File: src/rtl/fir_mac_sequencer.sv
// Time-multiplexed FIR: one shared signed MAC walks NUM_TAPS taps per sample,
// owning the delay line, a writable coefficient bank and both stream handshakes.
module fir_mac_sequencer #(
   parameter int NUM_TAPS               = 8,
   parameter int C_S00_AXIS_TDATA_WIDTH = 32,
   parameter int C_M00_AXIS_TDATA_WIDTH = 32
) (
   input  logic                                clk,
   input  logic                                rst_in,
   input  logic                                s_valid,
   output logic                                s_ready,
   input  logic [C_S00_AXIS_TDATA_WIDTH-1:0]   s_data,
   input  logic                                s_last,
   input  logic                                coeff_wr,
   input  logic [$clog2(NUM_TAPS)-1:0]         coeff_addr,
   input  logic [7:0]                          coeff_data,
   output logic                                m_valid,
   input  logic                                m_ready,
   output logic [C_M00_AXIS_TDATA_WIDTH-1:0]   m_data,
   output logic                                m_last,
   output logic                                busy
);
   localparam int W  = C_S00_AXIS_TDATA_WIDTH;
   localparam int AW = $clog2(NUM_TAPS);
   localparam logic [AW:0]   NT       = (AW+1)'(NUM_TAPS);
   localparam logic [AW-1:0] LAST_IDX = AW'(NUM_TAPS - 1);

   typedef enum logic [1:0] {IDLE, ACCUM, OUTPUT} state_t;

   state_t              state_q, state_d;
   logic signed [W-1:0] x_q     [NUM_TAPS];
   logic signed [W-1:0] x_d     [NUM_TAPS];
   logic signed [7:0]   coeff_q [NUM_TAPS];
   logic signed [7:0]   coeff_d [NUM_TAPS];
   logic [W-1:0]        acc_q, acc_d;
   logic [AW-1:0]       idx_q, idx_d;
   logic                last_q, last_d;
   logic [W-1:0]        m_data_q, m_data_d;
   logic                m_valid_q, m_valid_d;
   logic                m_last_q, m_last_d;

   logic signed [W+7:0] prod;
   logic [W-1:0]        mac;
   logic                accept;

   // Only the low W bits of the product matter: accumulation wraps modulo 2^W.
   assign prod   = coeff_q[idx_q] * x_q[idx_q];
   assign mac    = acc_q + prod[W-1:0];
   assign accept = s_valid && s_ready;

   always_ff @(posedge clk) begin
      if (!rst_in) state_q <= IDLE;
      else         state_q <= state_d;
   end

   always_comb begin
      state_d = state_q;
      case (state_q)
         IDLE:    if (accept)            state_d = ACCUM;
         ACCUM:   if (idx_q == LAST_IDX) state_d = OUTPUT;
         OUTPUT:  if (m_ready)           state_d = IDLE;
         default:                        state_d = IDLE;
      endcase
   end

   always_comb begin
      s_ready = (state_q == IDLE) && rst_in;
      busy    = (state_q != IDLE) && rst_in;
   end

   always_comb begin
      x_d       = x_q;
      coeff_d   = coeff_q;
      acc_d     = acc_q;
      idx_d     = idx_q;
      last_d    = last_q;
      m_data_d  = m_data_q;
      m_valid_d = m_valid_q;
      m_last_d  = m_last_q;
      // A write on the accept cycle lands before the first MAC cycle reads it.
      if (coeff_wr && state_q == IDLE && {1'b0, coeff_addr} < NT)
         coeff_d[coeff_addr] = coeff_data;
      case (state_q)
         IDLE: if (accept) begin
            x_d[0] = s_data;
            for (int k = 1; k < NUM_TAPS; k++) x_d[k] = x_q[k-1];
            last_d = s_last;
            acc_d  = '0;
            idx_d  = '0;
         end
         ACCUM: begin
            acc_d = mac;
            idx_d = idx_q + AW'(1);
            if (idx_q == LAST_IDX) begin
               m_data_d  = mac;
               m_valid_d = 1'b1;
               m_last_d  = last_q;
            end
         end
         OUTPUT: if (m_ready) begin
            m_valid_d = 1'b0;
            m_last_d  = 1'b0;
            if (m_last_q)
               for (int k = 0; k < NUM_TAPS; k++) x_d[k] = '0;
         end
         default: ;
      endcase
   end

   always_ff @(posedge clk) begin
      if (!rst_in) begin
         for (int k = 0; k < NUM_TAPS; k++) begin
            x_q[k]     <= '0;
            coeff_q[k] <= '0;
         end
         acc_q     <= '0;
         idx_q     <= '0;
         last_q    <= 1'b0;
         m_data_q  <= '0;
         m_valid_q <= 1'b0;
         m_last_q  <= 1'b0;
      end else begin
         x_q       <= x_d;
         coeff_q   <= coeff_d;
         acc_q     <= acc_d;
         idx_q     <= idx_d;
         last_q    <= last_d;
         m_data_q  <= m_data_d;
         m_valid_q <= m_valid_d;
         m_last_q  <= m_last_d;
      end
   end

   assign m_data  = m_data_q;
   assign m_valid = m_valid_q;
   assign m_last  = m_last_q;

endmodule
File: config.mk
export PLATFORM = sky130hd
export DESIGN_NAME = fir_mac_sequencer
export DESIGN_NICKNAME = d
export VERILOG_FILES = /design/src/rtl/fir_mac_sequencer.sv
export SDC_FILE = /design/constraint.sdc
export NUM_CORES = 1
export LEC_CHECK = 0
export ABC_CLOCK_PERIOD_IN_PS = 12200
export CAP_MARGIN = 5
export CELL_PAD_IN_SITES_DETAIL_PLACEMENT = 0
export CELL_PAD_IN_SITES_GLOBAL_PLACEMENT = 1
export CORE_ASPECT_RATIO = 1.2
export CORE_MARGIN = 2
export CORE_UTILIZATION = 52
export DETAILED_ROUTE_END_ITERATION = 10
export HOLD_SLACK_MARGIN = 0.12
export PLACE_DENSITY = 0.9
export SYNTH_ARGS = -nofsm -noshare
export SYNTH_HDL_FRONTEND = slang
export SYNTH_SLANG_ARGS = --single-unit
File: constraint.sdc
create_clock -name clk -period 12.2 [get_ports clk]
set_input_delay 1.83 -clock clk [delete_from_list [all_inputs] [get_ports clk]]
set_output_delay 1.83 -clock clk [all_outputs]
set_load 0.1 [all_outputs]
==> key figures <==
Logic synthesis
  • Synthesis Warnings: 0
  • Register bit total from synthesis: between 300 and 400
  • Ys async rst share: 0
  • Post-synth EDFFs: 0
  • Post-synthesis simple-gate area fraction: 0.1842
  • Mean area per synthesized cell: slightly below 9 um^2
  • Synth Area in Adders: 0.1943
  • Top_reg_cell synth: dfxtp_1
  • Synth Instances: 2,651
  • Synth Area in Compound Gates: 0.09423
  • Syn nets: around 3,000
  • Xor-xnor portion of the synthesized cell area: 0.01477
  • Netlist cell types: 62
  • Sequential-to-total area share from yosys stat: 0.3309
  • Mapped Area: between 20,000 and 25,000 um^2
  • Main combinational cell family by area after synthesis: adder cells
  • Mux contribution to synthesized area: 0.1195

Power and ir drop
  • VDD IR-drop max: 0.1013 mV
  • Leakage: just over 10 nW
  • Cell Pwr Density: ~110 nW/um^2

Drt
  • Number of remaining DRC errors: 0
  • Routed wire length: 58,150 um
  • 1st-iter DRT viols: ~1,300
  • Vias after detailed routing: around 19,000
  • DR vias/cell: 5.745
  • DRT antenna net count: 0
  • WL/cell: 17.91 um
  • Drt pass-1 iters: 6

Clock network
  • Root buffer cell: clkbuf_16
  • Clock buffer count from CTS: 41
  • TritonCTS clock tree: done
  • Later-pin clock latency in the skew report: 0.59 ns
  • # clock sinks: 392
  • Clock Path Buffers: 3
  • Number of setup buffers added after CTS: 0
  • Post-CTS resize count: 0
  • Clock-pin slew on the worst setup and hold paths: about 0.060 ns
  • # H-tree levels: 2
  • # hold bufs at CTS: 0

Timing
  • # setup viols final: 0
  • Final hold vios: 0
  • Worst slew margin: 0.3043
  • Period Utilization, post-route: 0.6597
  • Pins over their slew limit: 0
  • Final hold slack: between 0.4 and 0.5 ns
  • RSZ-0062 raised after global routing: no
  • Clock Skew: around 0.028 ns
  • Final Critical Period: a little over 8 ns
  • Worst-Margin Slew: 1.044 ns
  • Sum Neg Setup Slack: 0 ns
  • Fmax: 0.1242 GHz

Die
  • Area of the core: 44,990 um^2
  • DIE AREA: ~47,000 um^2
  • I/O pin count: 85
  • Initial Util: 0.5271
  • Site row count: 85
  • Die width: 198.9 um
  • Die H: around 240 um

Worst setup path
  • Worst Setup Path Type: reg -> reg
  • Critical path's slowest cell: dfxtp_4
  • Setup crit start kind: flip-flop
  • CP Cell Sequence: buf_4, buf_4, mux4_2, mux2i_1, nand2_1, fa_1, fa_1, inv_1, fa_1, fa_1, fa_1, ha_1, o21ai_1, o21ai_1, nand4_1, a21boi_1, o21ai_1, a21boi_1, o21ai_1, a2111oi_0, a311o_1
  • Max FO, Critical Path: 29
  • WP data required: around 13 ns
  • Most common cell on crit path: fa_1
  • Crit-path leading delay family: adder cells
  • Crit path DAT: 8.57 ns
  • Delay of the slowest cell on the worst path: roughly 0.7 ns
  • Crit path buf inv count: 3
  • Worst Setup End Kind: flip-flop

Flow run
  • Max-Cap Viols: 0

Outcome
  • Outcome: finished, final reports clean

Layout
  • N_diodes: 0
  • Number of filler cells placed in the layout: a little under 4,000
  • Layout cells sized above 1: 0.07584
  • Most common cell after layout, fill and taps aside: nand2_1
  • NumNets Final: between 2,000 and 3,000
  • Most frequent cells in the layout: nand2_1, dfxtp_1, a21oi_1
  • P&R area growth vs syn: 10.23%

GRT
  • Largest net degree at the start of global routing: 219
  • Global-route wire length before repair: between 90,000 and 100,000 um
  • Vias in the first global route: 18,490
  • Initial antenna violation count: 0
  • Global-route usage over all layers: 0.2508
  • Grt ovf: 0

Place
  • Port bufs: 84
  • Hpwl dp: 39,280 um
  • GP Congestion: approximately 0.9

Hold path
  • Min-Delay Path Class: reg -> reg
## state kept, by name, indices dropped and copies added (netlist names)
signal   count
coeff_q     64
last_q       1
state_q      2
x_q        256
m_last       1
m_valid      1
acc_q       32
idx_q        3
m_data      32
## final timing paths
| check | cells past startpoint | end | from | slack [ns] |
|---|---|---|---|---|
| worst max-delay path | 21 | m_data[19] | idx_q[0] | 4.15 |
| worst min-delay path | 2 | x_q[5] | x_q[5] | 0.45 |
| worst max register to register | 21 | m_data[19] | idx_q[0] | 4.15 |
| worst min register to register | 2 | x_q[5] | x_q[5] | 0.45 |
## worst min-delay path: stages (launching register included)
cell     delay (ns)
dfxtp_1        0.30
nand2_1        0.05
a21oi_1        0.05
## cells in the mapped netlist, types with 3 or more instances
| cell type | count | share of area |
|---|---|---|
| nor2_1 | 209 | 0.033 |
| and2_1 | 7 | 0.0018 |
| nand2b_1 | 31 | 0.0082 |
| a32o_1 | 3 | 0.0013 |
| a22oi_1 | 26 | 0.0082 |
| nand4_1 | 6 | 0.0016 |
| o21ai_1 | 20 | 0.0042 |
| o21ai_0 | 4 | 0.00084 |
| inv_2 | 8 | 0.0013 |
| ha_1 | 69 | 0.036 |
| mux2i_1 | 93 | 0.039 |
| xnor2_1 | 31 | 0.011 |
| nand2_1 | 419 | 0.066 |
| mux2_4 | 3 | 0.0019 |
| mux4_2 | 76 | 0.072 |
| a21o_1 | 9 | 0.0028 |
| o21bai_1 | 6 | 0.0019 |
| buf_1 | 13 | 0.0021 |
| dfxtp_1 | 392 | 0.33 |
| nand3_1 | 270 | 0.057 |
| a21boi_1 | 3 | 0.00095 |
| buf_2 | 8 | 0.0017 |
| nor2b_1 | 25 | 0.0066 |
| a21oi_1 | 304 | 0.064 |
| and3_1 | 4 | 0.0011 |
| fa_1 | 187 | 0.16 |
| mux2_2 | 9 | 0.0043 |
| xor2_1 | 9 | 0.0033 |
| clkbuf_1 | 168 | 0.027 |
| nor3_1 | 8 | 0.0017 |
| o21a_1 | 11 | 0.0035 |
| buf_6 | 5 | 0.0024 |
| or2_1 | 6 | 0.0016 |
| inv_1 | 168 | 0.027 |
| a31oi_1 | 6 | 0.0016 |
## per-stage QoR
step                cell area, um^2  std cells    util  worst slack, ns  power (mW)
floorplan                     23710       2651       -            5.337       1.506
global placement              24770       3172  0.5506            4.382       1.577
detailed placement            24770       3172  0.5506            4.263       1.582
CTS                           26140       3246  0.5810            4.231       2.860
global route                  26140       3246  0.5810            3.811       2.935
finish                        26140       3246  0.5810            4.151       2.829
## power breakdown
group          switching, mW  internal (mW)  leakage (nW)
Sequential            0.0155           1.29          3.16
Clock                  0.543          0.732         0.671
Combinational          0.161         0.0866          6.51
## cells by family after synthesis
| family | Yosys count |
|---|---|
| compound gates | 405 |
| xor+xnor | 40 |
| fa+ha+maj | 256 |
| buf+inv | 373 |
| flops | 392 |
| mux | 183 |
| simple gates | 1002 |
## layer usage
metal | wire length, um | GRT usage | vias up
met1 | 25180 | 0.3398 | 9237
met4 | 1571 | 0.07847 | 0
met3 | 3007 | 0.03477 | 111
met2 | 28390 | 0.4168 | 536
met5 | 0 | 0 | -
li1 | - | - | 8764
## layout make-up
| class | count | area [um^2] | share of cell area |
|---|---|---|---|
| Multi-Input combinational cell | 1886 | 14440 | 0.5525 |
| Sequential cell | 392 | 7855 | 0.3005 |
| Clock buffer | 59 | 1195 | 0.04571 |
| Timing Repair Buffer | 109 | 1041 | 0.03983 |
| Tap cell | 609 | 762.0 | 0.02915 |
| Inverter | 176 | 668.1 | 0.02556 |
| Clock inverter | 15 | 175.2 | 0.006701 |
No activity file was read; power rests on OpenSTA's default activity.
